===== src/rtl/led_bar_meter.sv =====
// LED bar-graph meter: quantises an audio magnitude stream into a bar/dot display
// with fast attack, slow decay, peak-hold marker and a sweep test pattern.
module led_bar_meter #(
    parameter  int N_LEDS      = 18,
    parameter  int LVL_W       = 16,
    parameter  int TICK_DIV    = 270000,
    parameter  int DECAY_TICKS = 4,
    parameter  int HOLD_TICKS  = 50,
    localparam int SEG_W       = $clog2(N_LEDS + 1)
) (
    input  logic              clk_27,
    input  logic              reset_bar,
    input  logic [LVL_W-1:0]  level,
    input  logic              level_valid,
    input  logic [1:0]        mode,
    output logic [N_LEDS-1:0] led,
    output logic [SEG_W-1:0]  peak_seg,
    output logic              tick
);

    localparam int CNT_W  = $clog2(TICK_DIV);
    localparam int DEC_W  = $clog2(DECAY_TICKS + 1);
    localparam int HOLD_W = $clog2(HOLD_TICKS + 2);
    localparam int PROD_W = LVL_W + SEG_W + 1;

    typedef enum logic [1:0] {
        MODE_BAR   = 2'b00,
        MODE_DOT   = 2'b01,
        MODE_PEAK  = 2'b10,
        MODE_SWEEP = 2'b11
    } mode_t;

    mode_t              cur_mode;
    logic [CNT_W-1:0]   tick_cnt;
    logic [SEG_W-1:0]   disp;
    logic [SEG_W-1:0]   peak;
    logic [DEC_W-1:0]   decay_cnt;
    logic [HOLD_W-1:0]  hold_cnt;
    logic [N_LEDS-1:0]  pattern;
    logic               in_sweep;

    logic [PROD_W-1:0]  prod;
    logic [SEG_W-1:0]   seg;
    logic               attack;
    logic               sweep;
    logic [SEG_W-1:0]   disp_nxt;
    logic [SEG_W-1:0]   peak_nxt;
    logic [DEC_W-1:0]   decay_nxt;
    logic [HOLD_W-1:0]  hold_nxt;
    logic [N_LEDS-1:0]  pattern_nxt;
    logic [N_LEDS-1:0]  bar_mask;
    logic [N_LEDS-1:0]  dot_mask;
    logic [N_LEDS-1:0]  peak_mask;
    logic [N_LEDS-1:0]  led_nxt;

    assign cur_mode = mode_t'(mode);
    assign sweep    = (cur_mode == MODE_SWEEP);
    assign tick     = (tick_cnt == CNT_W'(TICK_DIV - 1));
    assign peak_seg = peak;

    // Full-width product keeps all-ones input mapping exactly to N_LEDS.
    assign prod   = PROD_W'(level) * PROD_W'(N_LEDS + 1);
    assign seg    = SEG_W'(prod >> LVL_W);
    assign attack = level_valid && (seg > disp);

    always_comb begin
        disp_nxt  = disp;
        decay_nxt = decay_cnt;
        if (attack) begin
            disp_nxt  = seg;
            decay_nxt = '0;
        end else if (tick && (disp != '0)) begin
            if (decay_cnt == DEC_W'(DECAY_TICKS - 1)) begin
                disp_nxt  = disp - SEG_W'(1);
                decay_nxt = '0;
            end else begin
                decay_nxt = decay_cnt + DEC_W'(1);
            end
        end
    end

    // Capture beats hold countdown; the marker is never allowed below the bar.
    always_comb begin
        peak_nxt = peak;
        hold_nxt = hold_cnt;
        if (level_valid && (seg >= peak)) begin
            peak_nxt = seg;
            hold_nxt = HOLD_W'(HOLD_TICKS);
        end else if (tick) begin
            if (hold_cnt != '0) begin
                hold_nxt = hold_cnt - HOLD_W'(1);
            end else if (peak > disp) begin
                peak_nxt = peak - SEG_W'(1);
            end
        end
        if (disp_nxt > peak_nxt) begin
            peak_nxt = disp_nxt;
        end
    end

    always_comb begin
        pattern_nxt = pattern;
        if (sweep) begin
            if (!in_sweep) begin
                pattern_nxt = N_LEDS'(1);
            end else if (tick) begin
                pattern_nxt = (&pattern) ? N_LEDS'(1) : {pattern[N_LEDS-2:0], 1'b1};
            end
        end
    end

    always_comb begin
        bar_mask  = ~({N_LEDS{1'b1}} << disp);
        dot_mask  = (disp == '0) ? '0 : (N_LEDS'(1) << (disp - SEG_W'(1)));
        peak_mask = (peak == '0) ? '0 : (N_LEDS'(1) << (peak - SEG_W'(1)));
        led_nxt   = '0;
        case (cur_mode)
            MODE_BAR:   led_nxt = bar_mask;
            MODE_DOT:   led_nxt = dot_mask;
            MODE_PEAK:  led_nxt = bar_mask | peak_mask;
            MODE_SWEEP: led_nxt = pattern_nxt;
            default:    led_nxt = '0;
        endcase
    end

    always_ff @(posedge clk_27 or negedge reset_bar) begin
        if (!reset_bar) begin
            tick_cnt  <= '0;
            disp      <= '0;
            peak      <= '0;
            decay_cnt <= '0;
            hold_cnt  <= '0;
            pattern   <= N_LEDS'(1);
            in_sweep  <= 1'b0;
            led       <= '0;
        end else begin
            tick_cnt  <= tick ? '0 : tick_cnt + CNT_W'(1);
            disp      <= disp_nxt;
            peak      <= peak_nxt;
            decay_cnt <= decay_nxt;
            hold_cnt  <= hold_nxt;
            pattern   <= pattern_nxt;
            in_sweep  <= sweep;
            led       <= led_nxt;
        end
    end

endmodule


===== config.mk =====
export PLATFORM = sky130hd
export DESIGN_NAME = led_bar_meter
export DESIGN_NICKNAME = d
export VERILOG_FILES = /design/src/rtl/led_bar_meter.sv
export SDC_FILE = /design/constraint.sdc
export NUM_CORES = 1
export LEC_CHECK = 0
export CAP_MARGIN = 20
export CORE_MARGIN = 2
export CORE_UTILIZATION = 38
export CTS_CLUSTER_DIAMETER = 200
export CTS_CLUSTER_SIZE = 25
export DETAILED_ROUTE_END_ITERATION = 16
export PLACE_DENSITY_LB_ADDON = 0.3
export SKIP_LAST_GASP = 1
export SYNTH_ARGS = -nofsm -noshare
export SYNTH_HDL_FRONTEND = slang
export SYNTH_SLANG_ARGS = --single-unit

===== constraint.sdc =====
create_clock -name clk_27 -period 3.4 [get_ports clk_27]
set_input_delay 0.68 -clock clk_27 [delete_from_list [all_inputs] [get_ports clk_27]]
set_output_delay 0.68 -clock clk_27 [all_outputs]
set_load 0.01 [all_outputs]

# Word-level counts from Yosys, hierarchy flattened
# Index checks and enable logic that the tools add are counted.
# totals
register_bits	75
out_inout_bits	24
latchBits	0
ram_bits	0
rom_bits	0
inputBits	21
memories	0
word_cells	63
# classes
eq_ne	5
n_addsub	5
div_mod_pow	0
mux	22
bitwise_logic	2
order_cmp	4
shifts	3
n_mul	1
reduce_logical	13
# op_table
cell	count
$mux 18	6
$pmux 18 s4	1
$mux 5	8
$shl 1x5->18 const A	2
$mul 16x5->21 const B	1
$add 19x1->19 const B	1
$eq 19x19->1 const B	1
$mux 19	1
$mux 6	3
$not 18->18	1
$or 18x18->18	1
$reduce_and 18->1	1
$shl 18x5->18 const A	1
$gt 5x5->1	3
$logic_not 5->1	2
$sub 5x1->5 const B	2
$mux 3	3
$reduce_bool 2->1	3
$reduce_bool 6->1	1
$sub 6x1->6 const B	1
$ge 5x5->1	1
$reduce_bool 5->1	1
$eq 2x2->1 const B	2
$add 3x1->3 const B	1
other kinds (5)	7

# Logic depth before layout (Yosys ltp)
# logic_depth
depth_word	7
ltp_mapped	27
depth_no_buf	26

# Least setup slack after synthesis
# Ideal clock, no wire load.
# synth_timing
kind	in2reg
from	in level[4]
to	reg peak[1], in the netlist peak_seg[1]
cell_stages	25
required_ps	3282
slack_ps	-2347
arrival_time_ps	5629
cell_sequence	ha_1 > inv_1 > fa_1 > inv_1 > ha_1 > nand3_1 > a21oi_1 > a21oi_1 > o311ai_0 > xor2_1 > ha_1 > nor2b_1 > o21a_1 > o211ai_1 > a21o_1 > clkbuf_1 > mux2_2 > ha_1 > nor2b_1 > o211ai_1 > a21oi_1 > nor2_1 > a21oi_1 > a22o_1 > a21o_1
# synth_via
elab_chain_cells	6
elab_cells_between_ends	9
cone_classes	mul: 1; order compare: 3; mux: 3; reduce/logical: 2
# synth_lines
item	line_no	source
from (decl)	13	input logic [LVL_W-1:0] level,
$mul 16x5->21 (*)	62	assign prod = PROD_W'(level) * PROD_W'(N_LEDS + 1);
$gt 5x5->1	64	assign attack = level_valid && (seg > disp);
$logic_and 1x1->1	64	
$mux 5 (*)	69	if (attack) begin
via disp_nxt[1]	46	logic [SEG_W-1:0] disp_nxt;
$gt 5x5->1	96	if (disp_nxt > peak_nxt) begin
$mux 5 (*)	96	
via peak_nxt[1]	47	logic [SEG_W-1:0] peak_nxt;
to (signal assigned)	139	peak <= peak_nxt;
to (decl)	36	logic [SEG_W-1:0] peak;
# Mark *: on every way through the listed nets, which the timed path passes. The rest lies on a longest branch.
# A chain may end at the register's enable or synchronous reset.

# Worst setup path in the final report
# layout_timing
from	in level[11]
to	reg peak[0], in the netlist peak_seg[0]
# layout_via
elab_chain_cells	6
elab_cells_between_ends	9
cone_classes	mul: 1; order compare: 3; mux: 3; reduce/logical: 2
# layout_lines
item	line_no
$mul 16x5->21 (*)	62
$gt 5x5->1	64
$logic_and 1x1->1	64
$mux 5 (*)	69
via disp_nxt[2]	46
$gt 5x5->1 (*)	96
$mux 5 (*)	96
via peak_nxt[0]	47
# Marks and branches as above.

==> reports/qor.txt <==
Area Growth Syn to Fin -> 36.2%
Primary FF master, synth -> dfrtp_1
PnR worst setup slack -> -1800 ps
vias in the first global route -> 5774
Net Count, Synth -> 809
Synth Cell Area -> 6100 um2
io pins -> 45
Mapped Cells -> 707
Unique masters post-synth -> 67
hold_ws -> 491 ps
drt first pass iters -> 5
worst-skew pair later-pin latency -> 340 ps
Vias -> 5704
CP max FO -> 5
row cnt -> 46
leakage power -> 3.79 nW
CTS Sinks -> 75
Initial Util -> 38.7%
hold crit path type -> input pin to async pin
initial antenna violation count -> 0
Pwr Density -> 722 nW/um2
Mean Syn Cell Area -> 8.62 um2
FF+latch count, synth -> 75
FMAX -> 192 MHz
routing usage on met3 -> 2.85%
share of cells above drive strength 1 -> 26.1%
Die Height -> 131 um
first-pass GRT wire length -> 28800 um
Arrival @ worst endpoint -> 5410 ps
max cap viols -> 0
post-route minimum period -> 5200 ps
CTS tree -> done
Fin. Hold Viols -> 0
Die W -> 131 um
CP max stage delay -> 510 ps
met2 usage -> 37.3%
Via density -> 5.46
CTS root buf -> clkbuf_16
share of the yosys chip area belonging to registers -> 30.8%
maximum clock path buffer count -> 2
DR iter-0 viols -> 436
die area -> 17100 um2
Pins Over Slew Limit -> 0
Slew Limit Headroom -> 36.0%
global route overflow -> 0
Reg clk slew, reported paths -> 60 ps
Post-synth EDFFs -> 0
routability-driven placement congestion ratio -> 0.957
Setup TNS -> -17680 ps
FFs w/ async S/R, synth -> 100%
CP Launch Type -> input pin
CP max stage cell -> fa_1
Synth warnings -> 0
Num CTS Buffers -> 9
Worst VDD drop -> 0.364 mV
Final Cycle Share -> 153%
RSZ-0062 raised after global routing -> yes
most common cell type on the critical path -> ha_4
# H-tree levels -> 3
fillers -> 1444
global routing's busiest layer -> met2
Total Wirelength -> 18000 um
Layout Skew -> 4.88 ps
n_diodes -> 0
Final Core Density -> 52.7%
Crit path required time -> 3620 ps
worst setup path class -> input pin to flop
met1 Usage GRT -> 26.2%
PortBufs -> 44
DRC violation count after routing -> 0
Final setup viols -> 19
CP Capture Type -> flop
worst slew pin tran -> 959 ps
failing checks -> setup timing
r2r setup slk -> -160 ps
largest net degree at the start of global routing -> 76
dpl ws -> -2710 ps
area taken by multi-input logic gates -> 4410 um2
status -> finished, violations left
CORE AREA -> 15800 um2
Final ANT Viol Nets -> 0
overall routing resource usage -> 21.5%
HPWL Detailed -> 13300 um
layout net count -> 926
FF/Latch Area -> 1880 um2
Routed wire per std cell -> 17.2 um
## per-stage QoR
stage,area (um2),power [W],cells
floorplan,6310,0.00316,707
global placement,7460,0.00427,1017
detailed placement,7460,0.00433,1017
CTS,8170,0.00572,1041
global route,8310,0.00638,1045
finish,8310,0.00600,1045
## final timing paths
check	startpoint	to	depth (start not counted)
setup / recovery	level[11]	peak_seg[0]	28
hold / removal	reset_bar	pattern[12]	1
setup reg to reg	tick_cnt[13]	peak_seg[0]	14
hold reg to reg	decay_cnt[2]	decay_cnt[2]	1
max in group asynchronous	reset_bar	disp[3]	1
min in group clk_27	decay_cnt[2]	decay_cnt[2]	1
## metal layers
layer	part of all wire, %	wire (um)	up-vias
met1	44	7850	2779
met4	4.1	732	0
met5	0	0	-
met2	49	8880	149
li1	-	-	2726
met3	3.0	544	50
## critical path, delay by kind of cell
family / cells / cell delay, ps
xor gates and xnor gates: 1 / 240
AOI/OAI and AO/OA: 11 / 1680
and+or+nand+nor: 5 / 690
adders and majority gates: 5 / 1550
buffers and inverters: 6 / 560
## cells by family after synthesis
group | count (synthesis) | share of synthesized area [%]
flops | 75 | 30.8
fa+ha+maj | 81 | 18.0
buf+inv | 104 | 6.44
xor+xnor | 33 | 4.74
mux | 12 | 2.05
compound gates | 174 | 18.8
simple gates | 228 | 19.2
## registers in the layout, indices dropped and copies added (netlist names)
| register | cells |
|---|---|
| tick_cnt | 19 |
| led | 18 |
| pattern | 18 |
| hold_cnt | 6 |
| disp | 5 |
| peak_seg | 5 |
| decay_cnt | 3 |
| in_sweep | 1 |
## area by class of cell
| class | instances | share of cell area, % |
|---|---|---|
| clock inverter | 6 | 1.16 |
| clock buffer | 10 | 2.76 |
| inverter | 80 | 3.65 |
| timing repair buffer | 130 | 13.5 |
| tap | 216 | 3.25 |
| multi-input combinational | 528 | 53.1 |
| sequential | 75 | 22.6 |
## power breakdown
part	switching [W]	internal [W]
Clock	0.000412	0.000654
Sequential	0.0000747	0.00103
Combinational	0.00202	0.00181
Total	0.00251	0.00349
## synthesized netlist by cell type, types with 2 or more instances
cell | n | area (um2)
a21o_1 | 17 | 128
o21a_1 | 4 | 30.0
mux2i_1 | 8 | 80.1
nand2_1 | 56 | 210
nand3_1 | 38 | 190
and3_1 | 9 | 56.3
nand4_1 | 14 | 87.6
ha_1 | 70 | 876
o211ai_1 | 9 | 67.6
a22o_1 | 11 | 96.3
nand3b_1 | 2 | 15.0
o31ai_1 | 3 | 22.5
o221ai_1 | 2 | 17.5
nor4_1 | 3 | 18.8
nor2_1 | 49 | 184
a31oi_1 | 8 | 50.1
xnor2_1 | 17 | 149
xor2_1 | 16 | 140
a211oi_1 | 6 | 45.0
mux2_2 | 4 | 45.0
clkbuf_1 | 22 | 82.6
or3_1 | 2 | 12.5
nor4b_2 | 2 | 30.0
o21ai_0 | 33 | 165
buf_2 | 2 | 10.0
and4_1 | 2 | 17.5
fa_1 | 11 | 220
nor3_1 | 11 | 55.1
a2bb2oi_1 | 5 | 43.8
dfrtp_1 | 74 | 1850
o311ai_0 | 2 | 17.5
inv_1 | 79 | 297
and2_1 | 12 | 75.1
o22ai_1 | 7 | 43.8
or2_2 | 4 | 25.0
a21oi_1 | 47 | 235
or3b_1 | 3 | 26.3
a21boi_0 | 4 | 30.0
nand2b_1 | 8 | 50.1
nor2b_1 | 4 | 25.0
## placed cells by master (no fill, tap or decap), types with 4 or more instances in the layout
cell	instances
and2_1	11
inv_1	62
nand2b_1	8
ha_1	40
xor2_1	15
buf_6	9
a21o_1	16
nor2_1	47
o22ai_1	6
nand4_1	14
or2_2	4
a21boi_0	4
inv_2	16
a22o_1	11
o211ai_1	9
a31oi_1	7
a21oi_1	38
o21ai_0	27
o21a_1	4
buf_4	85
nand3_1	36
fa_1	11
buf_8	5
clkdlybuf4s50_1	27
ha_4	29
dfrtp_1	74
nor3_1	10
and3_1	9
mux2i_1	6
clkbuf_16	9
a21oi_2	9
nand2_1	55
a2bb2oi_1	5
xnor2_1	16
## timing repair
item / in CTS / in global routing
resized for setup: 134 / 25
buffers inserted: 10 / 6
hold buffers: 0 / 0
endpoints found under the setup margin: 19 / 19
hold endpoints to repair: 0 / 0
pin swaps: 52 / 15
(Power assumes the default switching activity.)
